--- config.mk ---
export PLATFORM = sky130hd
export DESIGN_NAME = paint_region
export DESIGN_NICKNAME = d
export VERILOG_FILES = /design/src/rtl/paint_region.sv
export SDC_FILE = /design/constraint.sdc
export NUM_CORES = 1
export LEC_CHECK = 0
export BUFFER_PORTS_ARGS = -buffer_cell sky130_fd_sc_hd__buf_2
export CORE_ASPECT_RATIO = 0.7
export CORE_UTILIZATION = 35
export DETAILED_ROUTE_END_ITERATION = 8
export PLACE_DENSITY = 0.6
export SETUP_SLACK_MARGIN = 0.1
export SLEW_MARGIN = 0
export SYNTH_ARGS = -nofsm -noshare
export SYNTH_HDL_FRONTEND = slang
export SYNTH_SLANG_ARGS = --single-unit
--- constraint.sdc ---
create_clock -name clk_33m -period 4.6 [get_ports clk_33m]
set_clock_uncertainty 0.15 [all_clocks]
set_input_delay 0.23 -clock clk_33m [delete_from_list [all_inputs] [get_ports clk_33m]]
set_output_delay 0.23 -clock clk_33m [all_outputs]
set_load 0.02 [all_outputs]
--- src/rtl/paint_region.sv ---
// Rectangle fill engine: raster-order pixel writes with valid/ready backpressure.
// Optional screen clipping is enabled by defining PAINT_REGION_CLIP_EN.
module paint_region #(
  parameter int COOR_WIDTH    = 12,
  parameter int SCREEN_W      = 1280,
  parameter int SCREEN_H      = 300,
  parameter int PALETTE_WIDTH = 2
) (
  input  logic                     clk_33m,
  input  logic                     rst_n,
  input  logic                     start,
  input  logic [COOR_WIDTH-1:0]    rect_x,
  input  logic [COOR_WIDTH-1:0]    rect_y,
  input  logic [COOR_WIDTH-1:0]    rect_w,
  input  logic [COOR_WIDTH-1:0]    rect_h,
  input  logic [PALETTE_WIDTH-1:0] palette_a,
  input  logic [PALETTE_WIDTH-1:0] palette_b,
  input  logic                     mode,
  output logic [COOR_WIDTH-1:0]    write_x,
  output logic [COOR_WIDTH-1:0]    write_y,
  output logic [PALETTE_WIDTH-1:0] write_palette,
  output logic                     write_valid,
  input  logic                     write_ready,
  output logic                     busy,
  output logic                     done
);

  localparam logic [1:0] IDLE  = 2'd0;
  localparam logic [1:0] PAINT = 2'd1;
  localparam logic [1:0] DONE  = 2'd2;

  logic [1:0]               state;
  logic [COOR_WIDTH-1:0]    bx, by, bw, bh, dx, dy;
  logic [PALETTE_WIDTH-1:0] pa, pb;
  logic                     md;
  logic [COOR_WIDTH-1:0]    eff_w, eff_h;
  logic                     row_end, last, fire;

`ifdef PAINT_REGION_CLIP_EN
  localparam logic [COOR_WIDTH-1:0] SW = COOR_WIDTH'(SCREEN_W);
  localparam logic [COOR_WIDTH-1:0] SH = COOR_WIDTH'(SCREEN_H);
  logic [COOR_WIDTH-1:0] room_w, room_h;

  always_comb begin
    room_w = SW - rect_x;
    room_h = SH - rect_y;
    eff_w  = '0;
    eff_h  = '0;
    if (rect_x < SW)
      eff_w = (rect_w < room_w) ? rect_w : room_w;
    if (rect_y < SH)
      eff_h = (rect_h < room_h) ? rect_h : room_h;
  end
`else
  assign eff_w = rect_w;
  assign eff_h = rect_h;
`endif

  assign write_valid = (state == PAINT);
  assign busy        = (state == PAINT);
  assign done        = (state == DONE);

  assign row_end = (dx == bw - 1'b1);
  assign last    = row_end && (dy == bh - 1'b1);
  assign fire    = write_valid && write_ready;

  always_comb begin
    write_x       = '0;
    write_y       = '0;
    write_palette = '0;
    if (write_valid) begin
      write_x       = bx + dx;
      write_y       = by + dy;
      write_palette = (md && (dx[0] ^ dy[0])) ? pb : pa;
    end
  end

  always_ff @(posedge clk_33m or negedge rst_n) begin
    if (!rst_n) begin
      state <= IDLE;
      bx    <= '0;
      by    <= '0;
      bw    <= '0;
      bh    <= '0;
      dx    <= '0;
      dy    <= '0;
      pa    <= '0;
      pb    <= '0;
      md    <= 1'b0;
    end else begin
      case (state)
        IDLE: begin
          if (start) begin
            bx    <= rect_x;
            by    <= rect_y;
            bw    <= eff_w;
            bh    <= eff_h;
            pa    <= palette_a;
            pb    <= palette_b;
            md    <= mode;
            dx    <= '0;
            dy    <= '0;
            // An empty region still reports completion.
            state <= (eff_w == '0 || eff_h == '0) ? DONE : PAINT;
          end
        end
        PAINT: begin
          if (fire) begin
            if (last) begin
              dx    <= '0;
              dy    <= '0;
              state <= DONE;
            end else if (row_end) begin
              dx <= '0;
              dy <= dy + 1'b1;
            end else begin
              dx <= dx + 1'b1;
            end
          end
        end
        DONE:    state <= IDLE;
        default: state <= IDLE;
      endcase
    end
  end

endmodule

## After elaboration in Yosys (flattened, before gate mapping)

Cells that the tools add are included.

- Memory bits (read-only): 0
- Memories: 0
- Bits of input ports: 57
- Word-level logic and storage cells: 55
- Memory bits (writable): 0
- Bits in latches: 0
- Flip-flop bits (word level): 79
- Output and inout bits: 29

- $mul: 0
- Add/sub/neg operators: 6
- Bitwise logic cells: 1
- Shifts and indexed selects: 0
- $lt $le $gt $ge: 0
- Eq/ne operators: 8
- Muxes and demuxes: 18
- Div/mod/pow operators: 0
- Reductions and logical operators: 12

Operators with widths:

| kind | number |
|---|---|
| 2-to-1 mux 12 bit | 9 |
| case mux 12 bit (2 select lines) | 2 |
| adder 12 x 1 -> 12 bit, second input constant | 2 |
| adder 12 bit | 2 |
| == test 12 bit | 2 |
| logical NOT 12 bit | 2 |
| subtractor 12 x 1 -> 12 bit, second input constant | 2 |
| 2-to-1 mux 2 bit | 6 |
| AND reduction 3 bit | 2 |
| != test 2 x 1 -> 1 bit, second input constant | 2 |
| case mux 2 bit (2 select lines) | 1 |
| AND reduction 4 bit | 1 |
| logical AND 1 bit | 3 |
| != test 3 x 1 -> 1 bit, second input constant | 1 |
| == test 2 x 1 -> 1 bit, second input constant | 1 |
| == test 2 bit, second input constant | 1 |
| logical NOT 2 bit | 1 |
| != test 2 bit, second input constant | 1 |
| AND reduction 2 bit | 1 |
| nonzero test 2 bit | 1 |
| logical OR 1 bit | 1 |
| bitwise XOR 1 bit | 1 |

## Logic depth before layout (Yosys ltp)

Gate-level depths: netlist of the first run.

- Depth in word-level cells: 6
- Depth in mapped cells: 11

## Least setup slack after synthesis of the first run

Ideal clock, no wire load.

- Kind: register to output
- Start point: reg dx[0]
- End point: out write_x[8]
- Path buffers: 0
- Slack: 1677 ps
- Arrival: 2543 ps
- Stages on the path, launching flop included: 9
- Cell sequence: dfrtp_1 ha_1 fa_1 a21o_1 a21oi_1 o21bai_1 a2111o_1 nand3_1 nor3b_1

- Word-level cells in the longest chain between the ends: 2

RTL lines:

| what | RTL line | RTL |
|---|---|---|
| from (decl) | 33 | `logic [COOR_WIDTH-1:0] bx, by, bw, bh, dx, dy;` |
| from (signal assigned) | 117 | `dx <= dx + 1'b1;` |
| adder 12 bit | 72 | `write_x = bx + dx;` |
| 2-to-1 mux 12 bit | 71 | `if (write_valid) begin` |
| to (decl) | 19 | `output logic [COOR_WIDTH-1:0] write_x,` |

Every way passes these cells.

## Worst setup path in the final report of the first run

- Start point: reg dx[0]
- End point: out write_x[10]

Same word-level chain as after synthesis.

==> out/metrics.sh, run 1 <==
IRDROPWORSTVDD_V=0.000168
GLOBALROUTEOVERFLOWTOTAL=0
DETAIL_ROUTE.VIAS_PER_CELL=5.26
SWITCHING_POWER_mW=0.482
CLOCKPOWERSHARE_PCT=41.8
YS_DOMINANT_REG_CELL='sky130_fd_sc_hd__dfrtp_1'
PATH_MAX_FANOUT=7
HPWLAFTERDP_MM=11.1
R2R_START='bh[0]'
COUNT_OF_FLIP_FLOPS_WITH_A_BUILT_IN_ENABLE_AFTER_SYNTHESIS=0
POST_CTS.REPAIR.SETUP_BUFFERS=0
PERIOD_NEEDED_PS=3600
GRT_START_MAX_NET_PINS=80
POST_SYNTH_NUM_CELL_TYPES=66
CLOCK_INSERTION_DELAY_WORST_SKEW_PS=340
CLOCK-SINKS=79
DRT_FIRST_ITER_VIOLATIONS=254
POWER.SWITCHING_FRACTION_PCT=27.7
CLOCK_TREE_FROM_TRITONCTS='yes'
RELATIVE_CONTRIBUTION_OF_COMBINATIONAL_CELLS_TO_TOTAL_POWER_PCT=14.5
NNETSFINAL=860
SYNTHESIS.NETS=738
SETUP_VIOL=0
FINAL.PERIOD_UTILIZATION_PCT=78.2
FINALHOLDVIOLATIONS=0
ANTENNA_FOUND_INITIAL=0
CLOCK_TREE.BUFFER_DEPTH=2
NUMBER_OF_GLOBAL_ROUTE_VIAS_BEFORE_REPAIR=4965
SYNTH_LARGEST_AREA_CELL='sky130_fd_sc_hd__dfrtp_1'
SYNTH_WARNINGS=0
ROUTED_WIRELENGTH_MM=15.3
TOP_LEVEL_PORTS=86
ROOT_BUFFER='sky130_fd_sc_hd__clkbuf_16'
FINAL.SETUP.TNS_PS=0
PATH_CLK_SLEW_PS=60
RSZ_0062_RAISED_AFTER_GLOBAL_ROUTING='no'
GRT_PASS1_WL_MM=25.2
TIMING.MAX_SLEW.REL_SLACK_PCT=31.6
AREAGROWTHSYNTHTOFINISH_PCT=25.4
YS_SEQ_AREA_SHARE_PCT=36.6
DIE_H_UM=106
INTERNAL_POWER_mW=1.26
NUMBER_OF_SYNTHESIZED_REGISTER_BITS=79
INITIAL_UTILIZATION_PCT=36.3
WORSTSETUPPATHTYPE='flip-flop to output port'
WORSTSETUPSTARTPOINTTYPE='flip-flop'
CRITPATHREQUIREDTIME_PS=4220
FLOORPLAN.DIE_AREA_SQ_MM=0.0159
DIE_WIDTH_UM=151
SEQ_POWER_SHARE_PCT=43.7
DRIVE_ABOVE_1_SHARE_PCT=14.7
PLACE.DETAILED.INSTANCES=906
FINALHOLDWORSTSLACK_PS=51.4
MIN_PATH_TYPE='primary input to flip-flop'
NETLIST_TOP_CELLS_AREA='sky130_fd_sc_hd__dfrtp_1, sky130_fd_sc_hd__nand2_1, sky130_fd_sc_hd__ha_1, sky130_fd_sc_hd__xor2_1, sky130_fd_sc_hd__xnor2_1'
TIMING.FMAX_MHz=278
PORTBUFFERS=85
AVERAGE_ROUTED_WIRE_PER_STANDARD_CELL_UM=15.7
TIGHTEST_SLEW_PS=1030
ROUTE.ANTENNA.REMAINING_NETS=0
RESULT_OF_THE_RUN='finished clean'
DRC=0
SYNTH_LARGEST_TYPE_AREA_FRACTION_PCT=36.6
DRT_PRE_ANTENNA_ITERS=5
CRIT_CHAIN='ha_1 -> fa_1 -> a21o_1 -> a21oi_1 -> o21bai_1 -> a2111o_1 -> a41oi_1 -> xor2_1 -> nor2_1 -> buf_2'
ROW_COUNT=37
POWER.STATIC_LEAKAGE_nW=3.51
ENDPOINT_KIND='output port'
POWER_DENSITY_mW_PER_MM2=257
DR_TOTAL_VIAS=5133
LAYOUT.CELLS.NON_FILLER=975
WORST_PATH_MAX_DELAY_CELL='sky130_fd_sc_hd__dfrtp_1'
FINAL-MAX-SLEW-VIOLATION-COUNT=0
WEIGHTED_CONGESTION_AT_THE_END_OF_ROUTABILITY_DRIVEN_GLOBAL_PLACEMENT=0.892
ASYNC_FLOP_SHARE_PCT=100
SYNTHESIS.AREA_SQ_MM=0.00540
SETUP.WORST_PATH.START='dx[0]'
SYN_AVG_CELL_AREA_SQ_UM=8.28
MAX_STAGE_DELAY_PS=500
CTS_MADE_BUFFERS=9
SYN-INSTANCE-COUNT=653
PLACEABLECOREAREA_SQ_MM=0.0149
INSERTEDDIODECOUNT=0
GRT_USE_TOTAL_PCT=20.2
MIN-DELAY-START='rect_y[0]'
MAXCAPVIOLCOUNT=0
WORST_EP_ARRIVAL_TIME_PS=3220
CTS_HTREE_LEVELS=3
## critical path, delay by kind of cell (launching register included)
family / cells / cell delay (ps)
AO/OA/AOI/OAI: 5 / 1270
adder cells (fa/ha/maj): 2 / 700
flip-flops: 1 / 500
XOR/XNOR: 1 / 170
buffers and inverters: 1 / 170
AND/OR/NAND/NOR: 1 / 60
## cell usage in the layout, fill, tap and decap left out, drive strengths merged, types with 17 or more instances in the layout
cell type,n
xor2,30
nand2,170
ha,26
dlygate4sd3,53
dfrtp,79
a21oi,24
nand3,20
buf,88
xnor2,17
o21ai,21
nor2,39
## stage by stage
| step | setup slack [ps] | power [mW] | instance area [sq um] | utilization (%) |
|---|---|---|---|---|
| 6_report | 1000 | 1.74 | 6780 | 45.5 |
| 3_3_place_gp | 1380 | 0.983 | 5950 | 39.9 |
| 5_1_grt | 837 | 1.83 | 6780 | 45.5 |
| 3_5_place_dp | 1320 | 0.992 | 5950 | 39.9 |
| 2_1_floorplan | 1680 | 0.888 | 5400 | - |
| 4_1_cts | 980 | 1.76 | 6780 | 45.5 |
## cells in the mapped netlist, types with 3 or more instances
master / count
sky130_fd_sc_hd__a211oi_1: 7
sky130_fd_sc_hd__a31oi_1: 14
sky130_fd_sc_hd__ha_1: 26
sky130_fd_sc_hd__buf_4: 3
sky130_fd_sc_hd__a32oi_1: 3
sky130_fd_sc_hd__or3_1: 10
sky130_fd_sc_hd__and2_1: 8
sky130_fd_sc_hd__nor3_1: 10
sky130_fd_sc_hd__xnor2_1: 17
sky130_fd_sc_hd__o21ai_0: 21
sky130_fd_sc_hd__clkbuf_1: 23
sky130_fd_sc_hd__a22o_1: 3
sky130_fd_sc_hd__and4_1: 4
sky130_fd_sc_hd__xor2_1: 30
sky130_fd_sc_hd__nor2_1: 38
sky130_fd_sc_hd__o21a_1: 9
sky130_fd_sc_hd__o311ai_0: 5
sky130_fd_sc_hd__nand4_1: 4
sky130_fd_sc_hd__nand2b_1: 6
sky130_fd_sc_hd__dfrtp_1: 79
sky130_fd_sc_hd__and3_1: 14
sky130_fd_sc_hd__nor4_1: 12
sky130_fd_sc_hd__o2111ai_1: 3
sky130_fd_sc_hd__nand3_1: 19
sky130_fd_sc_hd__a21o_1: 7
sky130_fd_sc_hd__nand2_1: 169
sky130_fd_sc_hd__nor3b_1: 11
sky130_fd_sc_hd__a21oi_1: 24
sky130_fd_sc_hd__o211a_1: 4
sky130_fd_sc_hd__o21bai_1: 5
sky130_fd_sc_hd__o31ai_1: 7
sky130_fd_sc_hd__inv_1: 14
## power by group through the flow
stage	sequential, mW	clock, mW	combinational, mW
floorplan	0.746	0	0.142
global placement	0.770	0	0.214
detailed placement	0.775	0	0.217
CTS	0.762	0.749	0.254
global route	0.766	0.778	0.282
finish	0.761	0.728	0.252
## cell type report
type / count / area, sq um
clock inverters: 6 / 70.1
fillers: 1496 / 8130
multi-input cells: 530 / 3220
clock buffers: 10 / 229
well taps: 195 / 244
inverters: 14 / 52.6
repair buffers: 141 / 981
flip-flops and latches: 79 / 1980
## cell families (layout without fill, tap and decap cells)
logic type | after synthesis | after routing | share of synthesized area (%)
XOR/XNOR | 47 | 47 | 7.62
AO/OA/AOI/OAI | 134 | 134 | 17.4
adder cells (fa/ha/maj) | 28 | 28 | 6.76
flip-flops | 79 | 79 | 36.6
buffers and inverters | 44 | 171 | 3.77
AND/OR/NAND/NOR | 321 | 321 | 27.9
## path summary, 6_finish.rpt
check / end / slack, ps / depth (start not counted)
worst max-delay path: write_x[10] / 1000 / 10
worst min-delay path: by[0] / 50 / 3
worst max register to register: dy[10] / 1270 / 9
worst min register to register: pa[0] / 340 / 2
max in group asynchronous: bh[6] / 3160 / 2
min in group asynchronous: by[5] / 450 / 2
## state kept, by name (all words and copies together), names as in the netlist
signal and cells:
pb 2, state 2, by 12, dx 12, md 1, bw 12, pa 2, bh 12
dy 12, bx 12
## per-layer routing
| metal | vias up | GRT usage, % | share of wire [%] |
|---|---|---|---|
| met2 | 145 | 29.5 | 40 |
| li1 | 2551 | - | - |
| met3 | 14 | 3.52 | 4.9 |
| met1 | 2423 | 31.0 | 54 |
| met5 | - | 0 | 0 |
| met4 | 0 | 3.82 | 0.74 |
## timing repair
| item | CTS | global route |
|---|---|---|
| gates resized for setup | 0 | 0 |
| hold endpoints to repair | 131 | 0 |
| hold buffers | 53 | 0 |
Note: power is estimated with default switching activity, not from simulation.
==> run 2, diff against run 1 <==
--- a/config.mk
+++ b/config.mk
@@ -9,7 +9,7 @@
 export CORE_ASPECT_RATIO = 0.7
 export CORE_UTILIZATION = 35
 export DETAILED_ROUTE_END_ITERATION = 8
-export PLACE_DENSITY = 0.6
+export PLACE_DENSITY = 0.62
 export SETUP_SLACK_MARGIN = 0.1
 export SLEW_MARGIN = 0
 export SYNTH_ARGS = -nofsm -noshare
==> constraint.sdc (replaced) <==
create_clock -name clk_33m -period 3 [get_ports clk_33m]
set_clock_uncertainty 0.15 [all_clocks]
set_input_delay 0.15 -clock clk_33m [delete_from_list [all_inputs] [get_ports clk_33m]]
set_output_delay 0.15 -clock clk_33m [all_outputs]
set_load 0.02 [all_outputs]
==> out/metrics.sh, run 2 (synthesized netlist as in run 1, its figures left out) <==
RESULT_OF_THE_RUN='finished clean'  # unchanged
WORST_PATH_MAX_DELAY_CELL='sky130_fd_sc_hd__a2111o_1'  # was sky130_fd_sc_hd__dfrtp_1
POWER.STATIC_LEAKAGE_nW=3.70  # was 3.51 nW
MOST-COMMON-LAYOUT-CELLS='sky130_fd_sc_hd__nand2_1, sky130_fd_sc_hd__buf_2, sky130_fd_sc_hd__dfrtp_1'  # unchanged
INSERTEDDIODECOUNT=0  # unchanged
AVERAGE_ROUTED_WIRE_PER_STANDARD_CELL_UM=15.6  # was 15.7 um
CLOCK-SINKS=79  # unchanged
WEIGHTED_CONGESTION_AT_THE_END_OF_ROUTABILITY_DRIVEN_GLOBAL_PLACEMENT=0.848  # was 0.892
PLACEABLECOREAREA_SQ_MM=0.0149  # unchanged
CLOCK_INSERTION_DELAY_WORST_SKEW_PS=340  # about the same
INITIAL_UTILIZATION_PCT=36.3  # unchanged
PATH_CLK_SLEW_PS=60  # about the same
ROW_COUNT=37  # unchanged
GRT_PASS1_WL_MM=25.6  # was 25.2 mm
AREA.SEQUENTIAL_SQ_MM=0.00198  # about the same
GRT_START_MAX_NET_PINS=61  # was 80
PLACE_WORST_SETUP_SLACK_PS=91.2  # was 1320 ps
ANTENNA_FOUND_INITIAL=0  # unchanged
CP_TOP_FAMILY='compound AO/OA/AOI/OAI gates'  # unchanged
MULTI_INPUT_COMB_AREA_SQ_MM=0.00338  # was 0.00322 sq mm
TIMING.MAX_SLEW.REL_SLACK_PCT=48.1  # was 31.6%
GRT_USE_TOTAL_PCT=20.6  # was 20.2%
WORSTSETUPSTARTPOINTTYPE='flip-flop'  # unchanged
DRIVE_ABOVE_1_SHARE_PCT=21.5  # was 14.7%
PERIOD_NEEDED_PS=2970
CTS_HTREE_LEVELS=3  # unchanged
GLOBALROUTEOVERFLOWTOTAL=0  # unchanged
ROUTE.ANTENNA.REMAINING_NETS=0  # unchanged
TIMING.FMAX_MHz=336
DETAIL_ROUTE.VIAS_PER_CELL=5.17  # was 5.26
DR_TOTAL_VIAS=5219  # was 5133
NUMBER_OF_GLOBAL_ROUTE_VIAS_BEFORE_REPAIR=4892  # was 4965
COUNT_OF_FILL_CELLS_ADDED_DURING_FILLER_INSERTION=1438  # was 1496
TIGHTEST_SLEW_PS=779  # was 1030 ps
AREAGROWTHSYNTHTOFINISH_PCT=33.5  # was 25.4%
WORST_SLACK_PS=27.3  # was 1000 ps
CRITPATHREQUIREDTIME_PS=2700  # was 4220 ps
IRDROPWORSTVDD_V=0.000223  # was 0.000168 V
CLOCK_TREE_FROM_TRITONCTS='yes'  # unchanged
FLOORPLAN.DIE_AREA_SQ_MM=0.0159  # unchanged
DIE_H_UM=106  # unchanged
ROOT_BUFFER='sky130_fd_sc_hd__clkbuf_16'  # unchanged
FINAL.PERIOD_UTILIZATION_PCT=99.1
DRC=0  # unchanged
WORSTPATHBUFFERINVERTERCOUNT=1  # unchanged
CTS_MADE_BUFFERS=9  # unchanged
POWER.TOTAL_mW=2.63  # was 1.74 mW
FINALHOLDVIOLATIONS=0  # unchanged
PORTBUFFERS=85  # unchanged
MIN_PATH_TYPE='primary input to flip-flop'  # unchanged
NNETSFINAL=895  # was 860
POWER_DENSITY_mW_PER_MM2=364  # was 257 mW/mm^2
DIE_WIDTH_UM=151  # unchanged
WORST_EP_ARRIVAL_TIME_PS=2670  # was 3220 ps
WORSTSETUPPATHTYPE='flip-flop to output port'  # unchanged
ENDPOINT_KIND='output port'  # unchanged
MAXCAPVIOLCOUNT=0  # unchanged
CRIT_CHAIN='ha_2 -> fa_2 -> a21o_1 -> a21oi_2 -> o21bai_1 -> a2111o_1 -> a41oi_2 -> xor2_1 -> nor2_1 -> buf_4'  # was ha_1 -> fa_1 -> a21o_1 -> a21oi_1 -> o21bai_1 -> a2111o_1 -> a41oi_1 -> xor2_1 -> nor2_1 -> buf_2
FINAL_COMMON_CELL='sky130_fd_sc_hd__nand2_1'  # unchanged
TOP_LEVEL_PORTS=86  # unchanged
FINAL-MAX-SLEW-VIOLATION-COUNT=0  # unchanged
PATH_MAX_FANOUT=3  # was 7
MAX_STAGE_DELAY_PS=420  # was 500 ps
ROUTED_WIRELENGTH_MM=15.8  # was 15.3 mm
SETUP_VIOL=0  # unchanged
DRT_FIRST_ITER_VIOLATIONS=426  # was 254
RSZ_0062_RAISED_AFTER_GLOBAL_ROUTING='yes'  # was no
HPWLAFTERDP_MM=11.1  # about the same
DRT_PRE_ANTENNA_ITERS=5  # unchanged
CLOCK_TREE.BUFFER_DEPTH=2  # unchanged
[run 2: changes by cell type in the layout (fill, tap and decap cells not counted), moves of 3 or more]
cell	previous run	this run
sky130_fd_sc_hd__a21oi_1	24	19
sky130_fd_sc_hd__a21oi_2	0	4
sky130_fd_sc_hd__buf_2	84	79
sky130_fd_sc_hd__buf_4	4	39
sky130_fd_sc_hd__ha_1	26	23
sky130_fd_sc_hd__o311ai_0	5	1
sky130_fd_sc_hd__o311ai_1	1	5
[run 2: layout make-up]
cell class | count | share of cell area, %
multi-input cells | 530 | 46.9
flip-flops and latches | 79 | 27.4
repair buffers | 176 | 17.7
well taps | 195 | 3.38
clock buffers | 11 | 3.37
inverters | 14 | 0.729
clock inverters | 5 | 0.468
[run 2: worst register-to-register path, stage by stage (launching register included)]
cell                       delay [ps]
sky130_fd_sc_hd__dfrtp_1          380
sky130_fd_sc_hd__or4_4            540
sky130_fd_sc_hd__or4_1            400
sky130_fd_sc_hd__o211a_1          270
sky130_fd_sc_hd__a211oi_4         230
sky130_fd_sc_hd__o211a_1          260
sky130_fd_sc_hd__buf_6            130
sky130_fd_sc_hd__nor2_4            40
sky130_fd_sc_hd__a221o_1          290
[run 2: per-layer routing]
layer | wire length (um) | part of all wire, % | track usage (%) | vias up
met3 | 748 | 4.7 | 3.48 | 13
met4 | 121 | 0.77 | 3.75 | 0
met1 | 8860 | 56 | 33.5 | 2433
li1 | - | - | - | 2632
met5 | 0 | 0 | 0 | -
met2 | 6050 | 38 | 27.9 | 141
[run 2: worst paths after layout]
| check | startpoint | to | slack (ps) | depth (start not counted) |
|---|---|---|---|---|
| max in group asynchronous | rst_n | dy[7] | 1730 | 3 |
| hold / removal | write_ready | state[0] | 30 | 4 |
| min in group asynchronous | rst_n | by[4] | 270 | 2 |
| hold reg to reg | pb[1] | pb[1] | 330 | 2 |
| setup reg to reg | bw[4] | dx[11] | 200 | 8 |
| setup / recovery | by[0] | write_y[10] | 30 | 10 |
[run 2: repair_timing]
item	CTS	global route
hold buffers	54	0
buffers inserted	2	7
pin swaps	7	8
endpoints found under the hold margin	109	0
gates cloned	0	1
endpoints found under the setup margin	10	34
gates resized for setup	16	32
[run 2: power breakdown]
part	leakage, nW	total (mW)	switching (mW)	internal [mW]
registers	1.05	1.14	0.0520	1.09
clock network	0.132	1.04	0.458	0.582
logic	2.52	0.442	0.227	0.215
[run 2: through the flow]
| step | cell area, sq um | instances | setup TNS [ps] | util, % | hold WS, ps |
|---|---|---|---|---|---|
| global placement | 6140 | 930 | 0 | 41.2 | 123 |
| CTS | 7030 | 1002 | 0 | 47.1 | 23.4 |
| floorplan | 5400 | 653 | 0 | - | -296 |
| finish | 7210 | 1010 | 0 | 48.4 | 26.2 |
| global route | 7210 | 1010 | -307 | 48.4 | 102 |
| detailed placement | 6140 | 930 | 0 | 41.2 | 125 |
